**src/rtl/g5_apblink_pkg.sv**
```systemverilog
// Shared definitions for the G5 APBLink initiator and slave:
// link command codes, slave FSM states, marker layout and lane helpers.
package g5_apblink_pkg;

  // Link commands carried on lnk_s_addr[1:0] while the slave is idle.
  localparam logic [1:0] CMD_NOOP  = 2'b00;
  localparam logic [1:0] CMD_WRITE = 2'b10;
  localparam logic [1:0] CMD_READ  = 2'b01;
  localparam logic [1:0] CMD_POLL  = 2'b11;

  // Bit positions inside the returned marker nibble.
  localparam int unsigned MARK_RDY_BIT = 2;
  localparam int unsigned MARK_ERR_BIT = 3;

  typedef enum logic [2:0] {
    S_IDLE,
    S_ADDR,
    S_SETUP,
    S_ACCESS,
    S_MARK,
    S_RDATA
  } state_e;

  // Marker nibble: ready always set, error as reported.
  function automatic logic [3:0] marker_of(input logic err);
    logic [3:0] m;
    m               = '0;
    m[MARK_RDY_BIT] = 1'b1;
    m[MARK_ERR_BIT] = err;
    return m;
  endfunction

  // Lane k carries bit 0 of byte k.
  function automatic logic [3:0] lanes_of(input logic [31:0] d);
    return {d[24], d[16], d[8], d[0]};
  endfunction

  // Shift every byte right by one so the next bit reaches the lane position.
  function automatic logic [31:0] byte_shr(input logic [31:0] d);
    return {1'b0, d[31:25], 1'b0, d[23:17], 1'b0, d[15:9], 1'b0, d[7:1]};
  endfunction

endpackage

```
**src/rtl/g5_apblink_lane_deser.sv**
```systemverilog
// Address / write-data deserialiser for the APBLink slave.
// Each address lane and each data lane feeds its own byte, LSB first.
module g5_apblink_lane_deser
  import g5_apblink_pkg::*;
(
  input  logic        clk_i,
  input  logic        rst_i,
  input  logic        load_i,
  input  logic        shift_i,
  input  logic [2:0]  addr_lane_i,
  input  logic [3:0]  data_lane_i,
  output logic        last_o,
  output logic [23:0] addr_nxt_o,
  output logic [31:0] data_nxt_o
);

  logic [2:0]  cnt_q;
  logic [23:0] addr_q, addr_d;
  logic [31:0] data_q, data_d;

  // Next-state of the shift registers; exported so the final bit can be
  // used in the same cycle it arrives.
  always_comb begin
    addr_d = addr_q;
    data_d = data_q;
    if (shift_i) begin
      addr_d = {addr_lane_i[2], addr_q[23:17],
                addr_lane_i[1], addr_q[15:9],
                addr_lane_i[0], addr_q[7:1]};
      data_d = {data_lane_i[3], data_q[31:25],
                data_lane_i[2], data_q[23:17],
                data_lane_i[1], data_q[15:9],
                data_lane_i[0], data_q[7:1]};
    end
  end

  // Bit counter and shift registers.
  always_ff @(posedge clk_i) begin
    if (rst_i) begin
      cnt_q  <= '0;
      addr_q <= '0;
      data_q <= '0;
    end else begin
      if (load_i) begin
        cnt_q <= '0;
      end else if (shift_i) begin
        cnt_q <= cnt_q + 3'd1;
      end
      addr_q <= addr_d;
      data_q <= data_d;
    end
  end

  assign last_o     = shift_i && (cnt_q == 3'd7);
  assign addr_nxt_o = addr_d;
  assign data_nxt_o = data_d;

endmodule

```
**src/rtl/g5_apblink_slave.sv**
```systemverilog
// G5 APBLink far-end slave: decodes link commands, replays them as APB
// master cycles and returns marker plus serialised read data.
module g5_apblink_slave
  import g5_apblink_pkg::*;
#(
  parameter int unsigned TIMEOUT_CYCLES = 1024
) (
  input  logic        pclk,
  input  logic        preset,
  input  logic        lnk_s_enable,
  input  logic [2:0]  lnk_s_addr,
  input  logic [3:0]  lnk_s_wdata,
  output logic [3:0]  lnk_s_rdata,
  output logic        m_psel,
  output logic        m_penable,
  output logic        m_pwrite,
  output logic [25:0] m_paddr,
  output logic [31:0] m_pwdata,
  output logic [3:0]  m_pstrb,
  input  logic [31:0] m_prdata,
  input  logic        m_pready,
  input  logic        m_pslverr
);

  localparam int unsigned TW = (TIMEOUT_CYCLES > 1) ? $clog2(TIMEOUT_CYCLES) : 1;
  localparam logic [TW-1:0] TO_LAST = (TIMEOUT_CYCLES == 0) ? '0 : TW'(TIMEOUT_CYCLES - 1);

  state_e        state_q;
  logic [23:0]   held_addr_q;
  logic [31:0]   rsh_q;
  logic [2:0]    rcnt_q;
  logic [TW-1:0] to_cnt_q;
  logic          psel_q, penable_q, pwrite_q;
  logic [25:0]   paddr_q;
  logic [31:0]   pwdata_q;
  logic [3:0]    pstrb_q;
  logic [3:0]    lnk_rdata_q;

  logic [1:0]    cmd;
  logic          accept_rw;
  logic          shift_en;
  logic          deser_last;
  logic [23:0]   addr_nxt;
  logic [31:0]   data_nxt;
  logic          timeout_hit;

  assign cmd         = lnk_s_addr[1:0];
  assign accept_rw   = (state_q == S_IDLE) && lnk_s_enable &&
                       ((cmd == CMD_WRITE) || (cmd == CMD_READ));
  assign shift_en    = (state_q == S_ADDR);
  assign timeout_hit = (TIMEOUT_CYCLES != 0) && (to_cnt_q == TO_LAST);

  g5_apblink_lane_deser u_deser (
    .clk_i       (pclk),
    .rst_i       (preset),
    .load_i      (accept_rw),
    .shift_i     (shift_en),
    .addr_lane_i (lnk_s_addr),
    .data_lane_i (lnk_s_wdata),
    .last_o      (deser_last),
    .addr_nxt_o  (addr_nxt),
    .data_nxt_o  (data_nxt)
  );

  // Link/APB sequencing FSM with registered APB and link outputs.
  always_ff @(posedge pclk) begin
    if (preset) begin
      state_q     <= S_IDLE;
      held_addr_q <= '0;
      rsh_q       <= '0;
      rcnt_q      <= '0;
      to_cnt_q    <= '0;
      psel_q      <= 1'b0;
      penable_q   <= 1'b0;
      pwrite_q    <= 1'b0;
      paddr_q     <= '0;
      pwdata_q    <= '0;
      pstrb_q     <= '0;
      lnk_rdata_q <= '0;
    end else begin
      case (state_q)
        S_IDLE: begin
          lnk_rdata_q <= '0;
          if (lnk_s_enable) begin
            case (cmd)
              CMD_WRITE, CMD_READ: begin
                pwrite_q <= (cmd == CMD_WRITE);
                pstrb_q  <= (cmd == CMD_WRITE) ? lnk_s_wdata : 4'h0;
                state_q  <= S_ADDR;
              end
              CMD_POLL: begin
                pwrite_q <= 1'b0;
                pstrb_q  <= '0;
                pwdata_q <= '0;
                paddr_q  <= {held_addr_q, 2'b00};
                psel_q   <= 1'b1;
                state_q  <= S_SETUP;
              end
              default: ;
            endcase
          end
        end
        S_ADDR: begin
          if (deser_last) begin
            held_addr_q <= addr_nxt;
            paddr_q     <= {addr_nxt, 2'b00};
            pwdata_q    <= pwrite_q ? data_nxt : '0;
            psel_q      <= 1'b1;
            state_q     <= S_SETUP;
          end
        end
        S_SETUP: begin
          penable_q <= 1'b1;
          to_cnt_q  <= '0;
          state_q   <= S_ACCESS;
        end
        S_ACCESS: begin
          if (m_pready) begin
            psel_q      <= 1'b0;
            penable_q   <= 1'b0;
            rsh_q       <= m_prdata;
            lnk_rdata_q <= marker_of(m_pslverr);
            state_q     <= S_MARK;
          end else if (timeout_hit) begin
            psel_q      <= 1'b0;
            penable_q   <= 1'b0;
            rsh_q       <= '0;
            lnk_rdata_q <= marker_of(1'b1);
            state_q     <= S_MARK;
          end else begin
            to_cnt_q <= to_cnt_q + 1'b1;
          end
        end
        S_MARK: begin
          if (pwrite_q) begin
            lnk_rdata_q <= '0;
            state_q     <= S_IDLE;
          end else begin
            lnk_rdata_q <= lanes_of(rsh_q);
            rsh_q       <= byte_shr(rsh_q);
            rcnt_q      <= '0;
            state_q     <= S_RDATA;
          end
        end
        S_RDATA: begin
          if (rcnt_q == 3'd7) begin
            lnk_rdata_q <= '0;
            state_q     <= S_IDLE;
          end else begin
            lnk_rdata_q <= lanes_of(rsh_q);
            rsh_q       <= byte_shr(rsh_q);
            rcnt_q      <= rcnt_q + 3'd1;
          end
        end
        default: state_q <= S_IDLE;
      endcase
    end
  end

  assign lnk_s_rdata = lnk_rdata_q;
  assign m_psel      = psel_q;
  assign m_penable   = penable_q;
  assign m_pwrite    = pwrite_q;
  assign m_paddr     = paddr_q;
  assign m_pwdata    = pwdata_q;
  assign m_pstrb     = pstrb_q;

endmodule

```
**config.mk**
```make
export PLATFORM = sky130hd
export DESIGN_NAME = g5_apblink_slave
export DESIGN_NICKNAME = d
export VERILOG_FILES = /design/src/rtl/g5_apblink_pkg.sv /design/src/rtl/g5_apblink_lane_deser.sv /design/src/rtl/g5_apblink_slave.sv
export SDC_FILE = /design/constraint.sdc
export NUM_CORES = 1
export LEC_CHECK = 0
export CAP_MARGIN = 0
export CORE_MARGIN = 4
export CORE_UTILIZATION = 40
export DETAILED_ROUTE_END_ITERATION = 7
export HOLD_SLACK_MARGIN = 0.02
export PLACE_DENSITY = 0.63
export SLEW_MARGIN = 20
export SYNTH_ARGS = -nofsm -noshare
export SYNTH_HDL_FRONTEND = slang
export SYNTH_HIERARCHICAL = 1
export SYNTH_SLANG_ARGS = --single-unit
```
**constraint.sdc**
```tcl
create_clock -name pclk -period 2.7 [get_ports pclk]
set_input_delay 0.54 -clock pclk [delete_from_list [all_inputs] [get_ports pclk]]
set_output_delay 0.54 -clock pclk [all_outputs]
set_load 0.01 [all_outputs]
```
Word-level counts from Yosys, hierarchy flattened
Cells that the tools add are included.
{"block": "op_classes", "reduce_logical": 24, "addsub": 3, "n_eq_ne": 21, "muxes": 45}
{"operator": "$mux 32", "count": 9}
{"operator": "$pmux 32 s3", "count": 1}
{"operator": "$mux 26", "count": 3}
{"operator": "$pmux 32 s2", "count": 1}
{"operator": "$pmux 26 s2", "count": 1}
{"operator": "$mux 24", "count": 1}
{"operator": "$mux 3", "count": 8}
{"operator": "$mux 10", "count": 2}
{"operator": "$mux 4", "count": 5}
{"operator": "$pmux 10 s2", "count": 1}
{"operator": "$pmux 3 s6", "count": 1}
{"operator": "$pmux 4 s4", "count": 1}
{"operator": "$ne 2x2->1 const B", "count": 7}
{"operator": "$eq 3x3->1 const B", "count": 4}
{"operator": "$pmux 3 s2", "count": 2}
{"operator": "$add 10x1->10 const B", "count": 1}
{"operator": "$eq 10x10->1 const B", "count": 1}
{"operator": "$reduce_and 5->1", "count": 2}
{"operator": "$reduce_and 3->1", "count": 3}
{"operator": "$pmux 4 s2", "count": 1}
{"operator": "$reduce_and 4->1", "count": 2}
{"operator": "$reduce_bool 2->1", "count": 4}
{"operator": "$add 3x1->3 const B", "count": 2}
{"operator": "$eq 3x2->1 const B", "count": 2}
{"operator": "other kinds (16)", "count": 28}
{"block": "totals", "reg_bits": 200}

Logic depth before layout (Yosys ltp)
{"block": "depth", "word_depth": 5, "ltp_mapped": 12, "depth_no_buf": 7}

By module
Netlist, hierarchy kept.
{"mod": "g5_apblink_slave", "area_each_um2": 6399.9, "cells_per_inst": 732, "seq_area_each_um2": 2782.7, "n_inst": 1}
{"mod": "g5_apblink_lane_deser", "area_each_um2": 2556.2, "cells_per_inst": 193, "seq_area_each_um2": 1181.1, "n_inst": 1}

Least setup slack after synthesis
No wires, ideal clock.
{"block": "synth_timing", "kind": "register to register", "from": "register state_q[1]", "to": "register paddr_q[10] (netlist: m_paddr[10])", "setup_slack_ps": -149, "setup_ps": 146, "path_buffers": 6, "arrival_time_ps": 2703, "path_stages_with_launch": 12, "synth_period_minus_slack_ps": 2849, "path_cell_list": "dfxtp_1 buf_2 nor3b_1 buf_2 buf_2 buf_6 buf_6 and2_1 nand2_2 a2111oi_4 buf_4 a211oi_2"}
{"block": "synth_between", "elab_chain_cells": 4, "word_cells_on_any_way": 11, "cone_classes": "4 x eq/ne; 3 x mux; 4 x reduce/logical"}
{"element": "start: declaration", "line_no": "g5_apblink_slave.sv:28", "text": "state_e state_q;"}
{"element": "start signal: assignment", "line_no": "g5_apblink_slave.sv:68", "text": "state_q <= S_IDLE;"}
{"element": "start signal: assignment", "line_no": "g5_apblink_slave.sv:89", "text": "state_q <= S_ADDR;"}
{"element": "start signal: assignment", "line_no": "g5_apblink_slave.sv:97", "text": "state_q <= S_SETUP;"}
{"element": "$eq 3x1->1", "line_no": "g5_apblink_slave.sv:50", "text": "assign shift_en = (state_q == S_ADDR);"}
{"element": "net shift_en", "line_no": "g5_apblink_slave.sv:41", "text": "logic shift_en;"}
{"element": "$logic_and 1x1->1", "line_no": "g5_apblink_lane_deser.sv:54", "text": "assign last_o = shift_i && (cnt_q == 3'd7);"}
{"element": "net deser_last", "line_no": "g5_apblink_slave.sv:42", "text": "logic deser_last;"}
{"element": "$ne 2x2->1 (no source line)"}
{"element": "$reduce_and 4->1 (no source line)"}
{"element": "end signal: assignment", "line_no": "g5_apblink_slave.sv:95", "text": "paddr_q <= {held_addr_q, 2'b00};"}
{"element": "end signal: assignment", "line_no": "g5_apblink_slave.sv:106", "text": "paddr_q <= {addr_nxt, 2'b00};"}
{"element": "end: declaration", "line_no": "g5_apblink_slave.sv:34", "text": "logic [25:0] paddr_q;"}
The timed path passes the listed nets, and every way through them passes these cells. The select of a mux whose other input is x is not followed.
A chain may end at the register's enable or synchronous reset.

Worst setup path after layout
{"block": "layout_timing", "from": "register state_q[2]", "to": "register paddr_q[23] (netlist: m_paddr[23])"}
{"block": "layout_between", "elab_chain_cells": 4, "word_cells_on_any_way": 11, "cone_classes": "4 x eq/ne; 3 x mux; 4 x reduce/logical"}
{"element": "$eq 3x1->1", "line_no": "g5_apblink_slave.sv:50"}
{"element": "$logic_and 1x1->1", "line_no": "g5_apblink_lane_deser.sv:54"}
{"element": "net deser_last", "line_no": "g5_apblink_slave.sv:42"}
{"element": "$ne 2x2->1 (no source line)"}
{"element": "$reduce_and 4->1 (no source line)"}
The timed path passes the listed nets, and every way through them passes these cells. The select of a mux whose other input is x is not followed.

==> impl_results.md <==
- GPL Wtd Cong: roughly 0.77
- Syn_area_per_cell: ~9.7 um2
- CP Launch Point: state_q[2]
- Total GRT Usage: 15.8%
- Min-delay src: m_pwdata[25]
- Postcts setup bufs: 0
- Setup WS pre-CTS: roughly 0.1 ns
- Yosys warnings: 6
- Core Area: between 20000 and 25000 um2
- Synthesis-to-layout area growth: 20.7%
- Flop-to-flop setup slack: 0.49 ns
- Buffers on Ports: 110
- Total number of vias: around 6700
- Setup repair after global routing missed its margin: false
- Period utilization: a little over 80%
- H-tree Lvls: 4
- CTS tree: built
- Post-layout util: 49.4%
- Slew @ Worst Pin: 0.747 ns
- Fill cell count: around 2100
- Drt drc: 0
- Syn Inst Count: 925
- Most used DFF post-synth: dfxtp_1
- Hold-fix buffers, CTS: 0
- Fraction of layout cells with a size suffix above 1: roughly 15%
- Site Rows: 54
- Die area: 24800 um2
- CTS max path bufs: 2
- Peak VDD IR: between 0.0004 and 0.0005 V
- Kind of cell adding the most delay to the critical path: simple AND/OR/NAND/NOR gates
- Post-DP Area: slightly above 10000 um2
- Asr flop ratio synth: 0%
- # diodes: 0
- Die Width: 158 um
- Pins Over Slew Limit: 0
- Most common cell after layout, fill and taps aside: dfxtp_1
- Status: finished clean
- Worst-path maximum fanout: 80
- Top Ports: around 110
- Starting Density: approximately two fifths
- Min Tclk post-route: approximately 2.2 ns
- CP max stage cell: buf_12
- Pleak: around 3.8 nW
- Setup ws final: around 0.49 ns
- Fin area: between 10000 and 15000 um2
- DRT Pass-1 Iters: 4
- Slowest cell delay on critical path: between 0.3 and 0.4 ns
- Post-synth EDFFs: 0
- Critical Path Sink Type: flop
- Die Ht: ~160 um
- Slew HR: roughly half
- Max Cap Viol: 0
- Crit start category: flop
- Count of cell types in the netlist: between 50 and 60
- Seq/Total Area, Yosys: 44.3%
- # clock sinks: roughly 200
- CTS buffer count: 17
- Worst R2R Start: state_q[2]
- CP Class: reg2reg
- Drt total wl: a little under 20000 um
- DRT iter0 DRCs: about 400
- CP Data Required Time: 3.06 ns
- Number of global-route vias before repair: around 6300
- Inst Count DP: approximately 1300
- Post-route ant nets: 0
- Pin count of the biggest net entering global routing: 87
- Clock-pin slew on the worst setup and hold paths: 0.08 ns
- Power per cell area: around 720 nW/um2
- Hold crit path type: reg2reg
- Fin cells: 1291
- Final net count: ~1100
- Global-route wire length before repair: about 32000 um
- Routed vias/inst: around 5
- Resized Gates After CTS: 0
- Remaining global-route overflow: 0
- Post-DP HPWL: between 10000 and 15000 um
- Layout Skew: ~0.014 ns
- Clk_lat worst skew: between 0.4 and 0.5 ns
- Buf+Inv Stages, Crit Path: 1
- FF+latch count, synth: between 150 and 200
- Synthesized area: approximately 9000 um2
- Final Setup Violations: 0
- WP data arrival: between 2 and 3 ns
- Initial antenna violation count: 0
- Critical path cell sequence: nor3b_2 -> and2_1 -> nand2_2 -> a2111oi_4 -> buf_12 -> nor2_1 -> a211oi_2
- Commonest cells after routing, fill and taps aside: dfxtp_1, clkdlybuf4s50_1, nand2_1
- Final count of hold timing violations: 0
- Routed wire per std cell: around 15 um
- Setup TNS Final: 0 ns
- FMAX: ~450 MHz
- Root Driver: clkbuf_16
==> synth_stat cells, types with 3 or more instances <==
| cell type | count | share of area (%) |
|---|---|---|
| and3_1 | 33 | 2.3 |
| nand3_1 | 43 | 2.4 |
| a21oi_1 | 77 | 4.3 |
| nor4_1 | 5 | 0.35 |
| mux2_4 | 56 | 9.4 |
| and2_1 | 5 | 0.35 |
| buf_2 | 13 | 0.73 |
| nand2_1 | 106 | 4.4 |
| nand4_1 | 4 | 0.28 |
| nor3_1 | 3 | 0.17 |
| o21ai_0 | 9 | 0.50 |
| clkbuf_1 | 45 | 1.9 |
| a221oi_1 | 19 | 1.9 |
| buf_4 | 4 | 0.34 |
| buf_6 | 17 | 2.1 |
| o211ai_1 | 5 | 0.42 |
| inv_1 | 34 | 1.4 |
| nor2_1 | 36 | 1.5 |
| a31oi_1 | 3 | 0.21 |
| a211oi_1 | 32 | 2.7 |
| mux2i_1 | 33 | 3.7 |
| a221oi_2 | 10 | 1.7 |
| ha_1 | 9 | 1.3 |
| dfxtp_1 | 198 | 44 |
| nand2b_1 | 10 | 0.70 |
| o21bai_1 | 4 | 0.34 |
| nor2b_1 | 54 | 3.8 |
| and2b_1 | 5 | 0.42 |
| a211oi_2 | 24 | 3.4 |
==> logic make-up after synthesis <==
family | synth area share, %
simple gates | 17.9
flops | 44.3
compound gates | 16.8
buf+inv | 6.55
mux | 13.1
fa+ha+maj | 1.26
other cells | 0.0419
xor+xnor | 0.0978
==> path summary, 6_finish.rpt <==
path / to / depth (start not counted)
worst max-delay path: m_paddr[23] / 7
worst min-delay path: m_pwdata[25] / 2
worst max register to register: m_paddr[23] / 7
worst min register to register: m_pwdata[25] / 2
==> registers in the layout (all words and copies together) (netlist names), 4 cells and up <==
register	count
rsh_q	32
lnk_s_rdata	4
u_deser/data_q	32
held_addr_q	24
u_deser/addr_q	24
to_cnt_q	10
m_pstrb	4
m_paddr	24
m_pwdata	32
==> area by class of cell <==
cell class	count	area, um2	share of cell area (%)
well taps	280	350	3.24
repair buffers	134	1360	12.6
flip-flops and latches	198	3960	36.7
clock inverters	14	165	1.53
multi-input cells	614	4420	40.9
inverters	34	128	1.18
clock buffers	17	425	3.94
==> power breakdown <==
group          switching, W  internal, W
logic               0.00109     0.000912
registers          0.000137      0.00315
clock network       0.00122      0.00132
==> worst min-delay path, stage by stage, from the launching register on <==
cell and delay (ns):
dfxtp_1 0.31, nand2_1 0.05, a21oi_1 0.05
==> per-stage QoR <==
stage,hold WS [ns],total power (W)
floorplan,0.432,0.00490
CTS,0.454,0.00791
global route,0.473,0.00822
global placement,0.438,0.00535
detailed placement,0.445,0.00537
finish,0.452,0.00782
==> routing by layer <==
metal	GRT usage (%)	vias to the layer above	share of wire (%)
li1	-	3394	-
met1	21.8	3128	49
met5	0	-	0
met3	3.69	17	4.3
met2	24.7	112	46
met4	4.42	0	0.89
No activity file was read; power rests on OpenSTA's default activity.
==> patch (config.mk and constraints unchanged) <==
Change the parameter `TIMEOUT_CYCLES` from 1024 to 2048.
--- a/src/rtl/g5_apblink_slave.sv
+++ b/src/rtl/g5_apblink_slave.sv
@@ -3,7 +3,7 @@
 module g5_apblink_slave
   import g5_apblink_pkg::*;
 #(
-  parameter int unsigned TIMEOUT_CYCLES = 1024
+  parameter int unsigned TIMEOUT_CYCLES = 2048
 ) (
   input  logic        pclk,
   input  logic        preset,
Formal check against the unedited RTL: same outputs for any inputs over 10 cycles, from zero or initial values and one cycle with preset high; that may be too few to reach the edited logic, so the function may still have changed.
==> patch against the unedited design <==
  * Final cell count is 5.2% lower
  * Worst setup slack better by 100 ps
  * Fmax is 4.9% higher
  * Wire length is 7.8% lower
  * Cell area is 4.1% lower
  * Sequential cell count is 1 higher
  * Synthesized area is 4.4% lower
Power is not compared: it rests on default switching activity, and its combinational part moved more than twofold at a synthesized area within 25%.
==> patch: results (changes against the unedited design) <==
* Reg2Reg Depth at 8 (was 7)
* Buffers, non-clock at 127 (was 134)
* P&R area growth vs syn at 21.14% (was 20.70%)
* Final HPWL DP at 11.58 mm (was 12.21 mm)
* FF/Latch Area at 3984 um2 (was 3964 um2)
* Reg2Reg Capture Point: rsh_q[23]$_SDFFE_PP0P_ (was m_paddr[23]$_SDFFE_PP0P_)
* Global Route Usage Sum at 14.95% (was 15.76%)
* Die area at 23800 um2 (was 24850 um2)
* Clock-cell share at 5.455% (was 5.463%)
* Syn_area_per_cell at 9.951 um2 (was 9.682 um2)
* Placed cell count at 1192 (was 1260)
* Clock skew at 9.371 ps (was 13.63 ps)
* Register area share after synthesis at 46.55% (was 44.26%)
* Vias in the first global route at 5741 (was 6317)
* Seq Cell Count at 199 (was 198)
* Non-clock inverter count at 5 (was 34)
* Status: complete, no violations (unchanged)
* Dominant cells by area after synthesis: dfxtp_1, mux2_4, a311oi_2 (was dfxtp_1, mux2_4, nand2_1)
* Pre-CTS setup slack at 208.0 ps (was 101.1 ps)
* Fraction of area in multi-input gates at 39.91% (was 40.89%)
* Hold Crit Start: m_pstrb[3]$_SDFFE_PP0P_ (was m_pwdata[25]$_SDFFE_PP0P_)
* Post-place instance area at 9802 um2 (was 10220 um2)
* Pin count of the biggest net entering global routing at 78 (was 87)
* Routed vias at 6164 (was 6651)
* Reg2reg start: rcnt_q[0]$_SDFFE_PP0P_ (was state_q[2]$_SDFFE_PP0P_)
* Worst path max stage delay at 330 ps (was 390 ps)
* Crit Path Max Fanout at 58 (was 80)
* First-pass GRT wire length at 29.68 mm (was 32.04 mm)
patch: cell count changes after synthesis, sizes merged, moves of 27 or more:
cell | before | now
inv | 34 | 5
a211oi | 56 | 28
a21oi | 77 | 45
and3 | 33 | 5
a311oi | 1 | 28
nor2 | 36 | 102
a22oi | 0 | 35
a221oi | 29 | 1
patch: cells by family (layout without fill, tap and decap cells):
family | after synthesis | count (layout) | share of synthesized area (%)
AO/OA/AOI/OAI | 160 | 160 | 15.42
XOR/XNOR | 8 | 8 | 0.8187
adder cells (fa/ha/maj) | 9 | 9 | 1.316
buffers and inverters | 76 | 164 | 5.307
flip-flops | 199 | 199 | 46.55
multiplexers | 82 | 82 | 12.87
other | 1 | 2 | 0.04382
AND/OR/NAND/NOR | 325 | 325 | 17.68
patch: metal layers:
metal | GRT usage, % | part of all wire [%]
met5 | 0 | 0.072
met1 | 21.02 | 50
met4 | 4.500 | 1.3
met3 | 3.414 | 4.3
met2 | 22.96 | 45
patch: where the power goes:
group          internal (mW)  switching, mW
registers               3.00         0.0420
logic                  0.307          0.348
clock network           1.26           1.17
patch: worst min-delay path by stage:
stage,cells past startpoint,to,slack [ps]
2_1_floorplan,2,to_cnt_q[10]$_SDFFE_PP0P_,430
3_3_place_gp,2,m_pstrb[3]$_SDFFE_PP0P_,440
3_5_place_dp,2,m_pstrb[3]$_SDFFE_PP0P_,440
4_1_cts,2,m_pstrb[3]$_SDFFE_PP0P_,450
5_1_grt,2,m_pstrb[3]$_SDFFE_PP0P_,470
6_report,2,m_pstrb[3]$_SDFFE_PP0P_,450
patch: critical path: cells and delay by family, from the launching register on:
family          cells  cell delay (ps)
flops               1              330
fa+ha+maj           2              380
compound gates      3              560
simple gates        2              410
buf+inv             1              300
